**src/rtl/ledger_line_renderer.sv**
```systemverilog
// Ledger-line glyph renderer: a small note table tested against every VGA pixel
// in a two-stage pipeline, with optional blinking of one selected note.
module ledger_line_renderer #(
    parameter int GLYPH_W      = 8,
    parameter int GLYPH_H      = 8,
    parameter int NUM_NOTES    = 8,
    parameter int X_W          = 10,
    parameter int Y_W          = 10,
    parameter int BLINK_FRAMES = 30,
    localparam int IDX_W       = (NUM_NOTES > 1) ? $clog2(NUM_NOTES) : 1
) (
    input  logic             Clk,
    input  logic             Reset,
    input  logic             wr_en,
    input  logic [IDX_W-1:0] wr_idx,
    input  logic [X_W-1:0]   wr_x,
    input  logic [Y_W-1:0]   wr_y,
    input  logic [1:0]       wr_code,
    input  logic             clear_all,
    input  logic             pix_valid,
    input  logic [X_W-1:0]   DrawX,
    input  logic [Y_W-1:0]   DrawY,
    input  logic             frame_start,
    input  logic             blink_en,
    input  logic [IDX_W-1:0] sel_idx,
    output logic             out_valid,
    output logic             pixel_on,
    output logic [IDX_W-1:0] hit_idx,
    output logic             hit
);
    localparam int CNT_W = (BLINK_FRAMES > 1) ? $clog2(BLINK_FRAMES) : 1;

    localparam logic [1:0] CODE_BLANK  = 2'd0;
    localparam logic [1:0] CODE_MIDDLE = 2'd1;
    localparam logic [1:0] CODE_ABOVE  = 2'd2;
    localparam logic [1:0] CODE_BELOW  = 2'd3;

    logic           ent_valid [NUM_NOTES];
    logic [X_W-1:0] ent_x     [NUM_NOTES];
    logic [Y_W-1:0] ent_y     [NUM_NOTES];
    logic [1:0]     ent_code  [NUM_NOTES];

    logic wr_ok;
    assign wr_ok = (int'(wr_idx) < NUM_NOTES);

    // Pixel handshake: pix_valid qualifies DrawX/DrawY in its cycle; out_valid
    // is the same flag two clocks later and qualifies pixel_on/hit/hit_idx.
    always_ff @(posedge Clk or posedge Reset) begin
        if (Reset) begin
            for (int i = 0; i < NUM_NOTES; i++) begin
                ent_valid[i] <= 1'b0;
                ent_x[i]     <= '0;
                ent_y[i]     <= '0;
                ent_code[i]  <= CODE_BLANK;
            end
        end else if (clear_all) begin
            for (int i = 0; i < NUM_NOTES; i++) begin
                ent_valid[i] <= 1'b0;
            end
        end else if (wr_en && wr_ok) begin
            ent_valid[wr_idx] <= 1'b1;
            ent_x[wr_idx]     <= wr_x;
            ent_y[wr_idx]     <= wr_y;
            ent_code[wr_idx]  <= wr_code;
        end
    end

    // Stage 1 search: box bounds are widened by one bit so boxes at the screen edge do not wrap.
    logic             c_hit;
    logic [IDX_W-1:0] c_idx;
    logic [1:0]       c_code;
    logic [Y_W-1:0]   c_row;

    always_comb begin
        c_hit  = 1'b0;
        c_idx  = '0;
        c_code = CODE_BLANK;
        c_row  = '0;
        for (int i = NUM_NOTES - 1; i >= 0; i--) begin
            if (ent_valid[i] && (ent_code[i] != CODE_BLANK) &&
                ({1'b0, DrawX} >= {1'b0, ent_x[i]}) &&
                ({1'b0, DrawX} <  ({1'b0, ent_x[i]} + (X_W+1)'(GLYPH_W))) &&
                ({1'b0, DrawY} >= {1'b0, ent_y[i]}) &&
                ({1'b0, DrawY} <  ({1'b0, ent_y[i]} + (Y_W+1)'(GLYPH_H)))) begin
                c_hit  = 1'b1;
                c_idx  = IDX_W'(i);
                c_code = ent_code[i];
                c_row  = DrawY - ent_y[i];
            end
        end
    end

    logic             s1_valid;
    logic             s1_hit;
    logic [IDX_W-1:0] s1_idx;
    logic [1:0]       s1_code;
    logic [Y_W-1:0]   s1_row;

    always_ff @(posedge Clk or posedge Reset) begin
        if (Reset) begin
            s1_valid <= 1'b0;
            s1_hit   <= 1'b0;
            s1_idx   <= '0;
            s1_code  <= CODE_BLANK;
            s1_row   <= '0;
        end else begin
            s1_valid <= pix_valid;
            s1_hit   <= pix_valid && c_hit;
            s1_idx   <= c_idx;
            s1_code  <= c_code;
            s1_row   <= c_row;
        end
    end

    logic [CNT_W-1:0] frame_cnt;
    logic             blink_phase;

    always_ff @(posedge Clk or posedge Reset) begin
        if (Reset) begin
            frame_cnt   <= '0;
            blink_phase <= 1'b0;
        end else if (!blink_en) begin
            frame_cnt   <= '0;
            blink_phase <= 1'b0;
        end else if (frame_start) begin
            if (frame_cnt == CNT_W'(BLINK_FRAMES - 1)) begin
                frame_cnt   <= '0;
                blink_phase <= ~blink_phase;
            end else begin
                frame_cnt <= frame_cnt + 1'b1;
            end
        end
    end

    logic lit;
    logic blanked;

    always_comb begin
        lit = 1'b0;
        case (s1_code)
            CODE_MIDDLE: lit = (s1_row == Y_W'(GLYPH_H / 2));
            CODE_ABOVE:  lit = (s1_row == '0);
            CODE_BELOW:  lit = (s1_row == Y_W'(GLYPH_H - 1));
            default:     lit = 1'b0;
        endcase
        blanked = blink_en && blink_phase && (s1_idx == sel_idx);
    end

    always_ff @(posedge Clk or posedge Reset) begin
        if (Reset) begin
            out_valid <= 1'b0;
            hit       <= 1'b0;
            hit_idx   <= '0;
            pixel_on  <= 1'b0;
        end else begin
            out_valid <= s1_valid;
            hit       <= s1_hit;
            hit_idx   <= s1_hit ? s1_idx : '0;
            pixel_on  <= s1_hit && lit && !blanked;
        end
    end

endmodule

```
**config.mk**
```make
export PLATFORM = sky130hd
export DESIGN_NAME = ledger_line_renderer
export DESIGN_NICKNAME = d
export VERILOG_FILES = /design/src/rtl/ledger_line_renderer.sv
export SDC_FILE = /design/constraint.sdc
export NUM_CORES = 1
export LEC_CHECK = 0
export ABC_CLOCK_PERIOD_IN_PS = 17350
export CAP_MARGIN = 20
export CORE_MARGIN = 8
export CORE_UTILIZATION = 61
export CTS_CLUSTER_DIAMETER = 80
export DETAILED_ROUTE_END_ITERATION = 10
export PLACE_DENSITY = 0.81
export SETUP_SLACK_MARGIN = 0.05
export SLEW_MARGIN = 15
export SYNTH_ARGS = -nofsm -noshare
export SYNTH_HDL_FRONTEND = slang
export SYNTH_SLANG_ARGS = --single-unit
```
**constraint.sdc**
```tcl
create_clock -name Clk -period 17.35 [get_ports Clk]
set_input_delay 3.47 -clock Clk [delete_from_list [all_inputs] [get_ports Clk]]
set_output_delay 3.47 -clock Clk [all_outputs]
set_load 0.1 [all_outputs]
```
==> summary.txt <==
Critical path
  – Crit path required time: 17,760 ps
  – Crit-path max cell delay: 850 ps
  – CP Capture Type: flop
  – Worst path arrival time: 7850 ps
  – R2R setup slack: 13,360 ps
  – Slowest CP cell: clkdlybuf4s50_1
  – Crit-path max FO: 12
  – FF-to-FF Start: ent_y[13]$_DFFE_PP0P_
  – Worst R2R End: s1_row[3]$_DFF_PP0_
  – Critical path, cell by cell: clkdlybuf4s50_1 -> inv_1 -> fa_1 -> nand2b_1 -> a21oi_1 -> a41o_1 -> a2111oi_0 -> or4_1 -> nor2_1 -> mux2_2 -> o211ai_1 -> a32oi_1
  – Crit Path Class: primary input to flop
  – CP Launch Point: DrawY[1]
  – Worst reg-to-reg path cell count: 14
  – Startpoint types: primary input

Global routing
  – Initial antenna violation count: 0
  – First-pass GRT wire length: 83,500 um
  – Number of global-route vias before repair: 15,859
  – Tot GR Track Use: 28.8%
  – Largest net degree at the start of global routing: 132
  – GRT overflow: 0

Floorplan
  – Initial Util: 61.7%
  – Die height: 189 um
  – Full die area: 35,700 um^2
  – Chip Width: 189 um
  – Core ar.: 29,600 um^2
  – Top Ports: 61
  – Site Rows: 63

STA
  – RSZ-0062 raised after global routing: false
  – Final setup viols: 0
  – Max-slew violation count: 0
  – Final hold vios: 0
  – Setup TNS Final: 0 ps
  – Tcrit/Tclk final: 42.9%
  – Max Clk Rate: 134 MHz
  – Clk_skew: 17.1 ps
  – Clock period minus worst slack: 7440 ps
  – Worst-Margin Slew: 1020 ps
  – Slew headroom: 32.0%

Synthesis
  – Share of synthesized flip-flops with an asynchronous set or reset: 100%
  – Yosys reg bits: 213
  – Dominant cell type by area after synthesis: dfrtp_1
  – Number of flops mapped to enable cells by yosys: 0
  – Post-synth top area share: 29.2%
  – Mapped Nets: 2,344
  – Register area share after synthesis: 29.2%
  – Post-synth cell types: 76
  – Syn Area/Cell: 9.15 um^2
  – Synth Warn #: 0
  – Cells after Synth: 1,991
  – Synth Flop Type: dfrtp_1
  – Synthesized area: 18,200 um^2
  – Top post-synthesis cells by area: dfrtp_1 29%, ha_1 20%, mux2_2 6.6%

Clocking
  – Clock sinks: 213
  – CTS tree: yes
  – Clk_lat worst skew: 550 ps
  – PostCTS Resize Cnt: 0
  – Post-CTS Setup Repair Bufs: 0
  – Maximum clock insertion buffer count: 3
  – Hold Buf Count CTS: 0
  – CTS clk-pin slew, worst paths: 60 ps
  – Root Buffer: clkbuf_16
  – CTS Buf Count: 26
  – H-tree depth: 1

Final layout
  – Non-Filler Instances: 2,469
  – Final core occ: 68.4%
  – Ant. Diodes: 0
  – # fillers: 2,318
  – P&R area growth vs syn: 11.0%
  – Commonest cells after routing, fill and taps aside: 290 x ha_1, 213 x dfrtp_1, 198 x inv_1, 148 x o21ai_0, 135 x nand2_1
  – Share of layout cells above drive strength 1: 9.43%
  – Commonest non-fill, non-tap cell in the layout: ha_1
  – Final Net Count: 2,412

Route
  – # DRC: 0
  – Drt total wl: 52,100 um
  – WL/cell: 21.1 um
  – DR vias/cell: 6.31
  – DR pass1 iterations: 5
  – DR vias: 15,587
  – DRT antenna net count: 0
  – DRT iter0 DRCs: 1,183

Min path
  – Cell depth of the worst hold path: 0
  – Hold Crit Start: s1_valid$_DFF_PP0_
  – Hold Path Class: flop to flop
  – Hold Crit Endpoint: out_valid$_DFF_PP0_

Pwr
  – Power Total: 2240 uW
  – Worst VDD drop: 0.0833 mV
  – Power Dens Cells: 111 nW/um^2
  – Pleak: 0.00936 uW

Place
  – Inst Count DP: 2,419
  – IO buf count: 60
  – GP Congestion: 1.01
  – Hpwl dp: 38,700 um

Run
  – Max-Cap Viols: 0

Run status
  – Run status: complete, no violations
==> Yosys cell counts, drive strengths merged, types with 13 or more instances <==
cell type / number
a211oi: 18
a21o: 37
a21oi: 114
a31oi: 14
and3: 23
clkbuf: 32
dfrtp: 213
ha: 290
inv: 200
mux2: 107
nand2: 135
nand2b: 25
nand3: 67
nand4: 22
nor2: 77
nor2b: 24
nor3: 41
o2111ai: 13
o211ai: 21
o21a: 33
o21ai: 151
xnor2: 114
xor2: 22
==> worst max path at each step <==
stage | end | slack (ps) | depth (start not counted)
floorplan | blink_phase$_DFFE_PP0P_ | 8060 | 1
global placement | s1_row[9]$_DFF_PP0_ | 9560 | 12
detailed placement | s1_row[9]$_DFF_PP0_ | 9470 | 12
CTS | s1_row[9]$_DFF_PP0_ | 10020 | 12
global route | s1_row[9]$_DFF_PP0_ | 9650 | 12
finish | s1_row[9]$_DFF_PP0_ | 9910 | 12
==> power by group <==
group	internal, uW	total [uW]	switching (uW)
clock network	340	562	222
registers	597	699	102
logic	432	984	551
total	1370	2240	876
==> per-layer routing <==
layer  GRT usage (%)  vias up  part of all wire (%)  wire (um)
li1                -     7362                     -          -
met1            37.4     7604                    43      22600
met2            47.6      491                    46      23900
met3            4.05      130                   5.9       3090
met4            12.3        0                   4.8       2490
met5               0        -                     0          0
==> logic make-up (layout without fill, tap and decap cells) <==
kind of cell	Yosys count	count (layout)	synth area share [%]
buffers and inverters	242	330	5.05
xor gates and xnor gates	136	136	6.54
muxes	111	111	6.83
DFF	213	213	29.2
AOI/OAI and AO/OA	510	510	18.2
adders and majority gates	298	298	20.8
and+or+nand+nor	481	481	13.4
==> through the flow <==
step                      hold WS, ps  cell area [um^2]  worst slack, ps
after floorplan                   331             18200             8060
after global placement            335             19300             9560
after detailed placement          345             19300             9470
after CTS                         358             20200            10020
after global routing              365             20200             9650
final                             355             20200             9910
==> final cells by class <==
class | instances | area [um^2] | share of cell area, %
Multi-Input combinational cell | 1536 | 12000 | 59.2
Sequential cell | 213 | 5330 | 26.3
Timing Repair Buffer | 82 | 785 | 3.88
Clock buffer | 40 | 783 | 3.87
Inverter | 200 | 758 | 3.75
Tap cell | 390 | 488 | 2.41
Clock inverter | 8 | 108 | 0.532
==> sequential cells by signal, indices dropped and copies added (netlist names), 2 cells and up <==
signal     flops
s1_code        2
s1_row        10
ent_valid      8
ent_code      16
s1_idx         3
ent_x         80
frame_cnt      5
ent_y         80
hit_idx        3
==> critical path, delay by kind of cell <==
kind / cells / cell delay, ps
muxes: 1 / 420
and+or+nand+nor: 3 / 1290
adders and majority gates: 1 / 550
AOI/OAI and AO/OA: 5 / 810
buffers and inverters: 2 / 1290
Power figures use the tool's default switching activity.
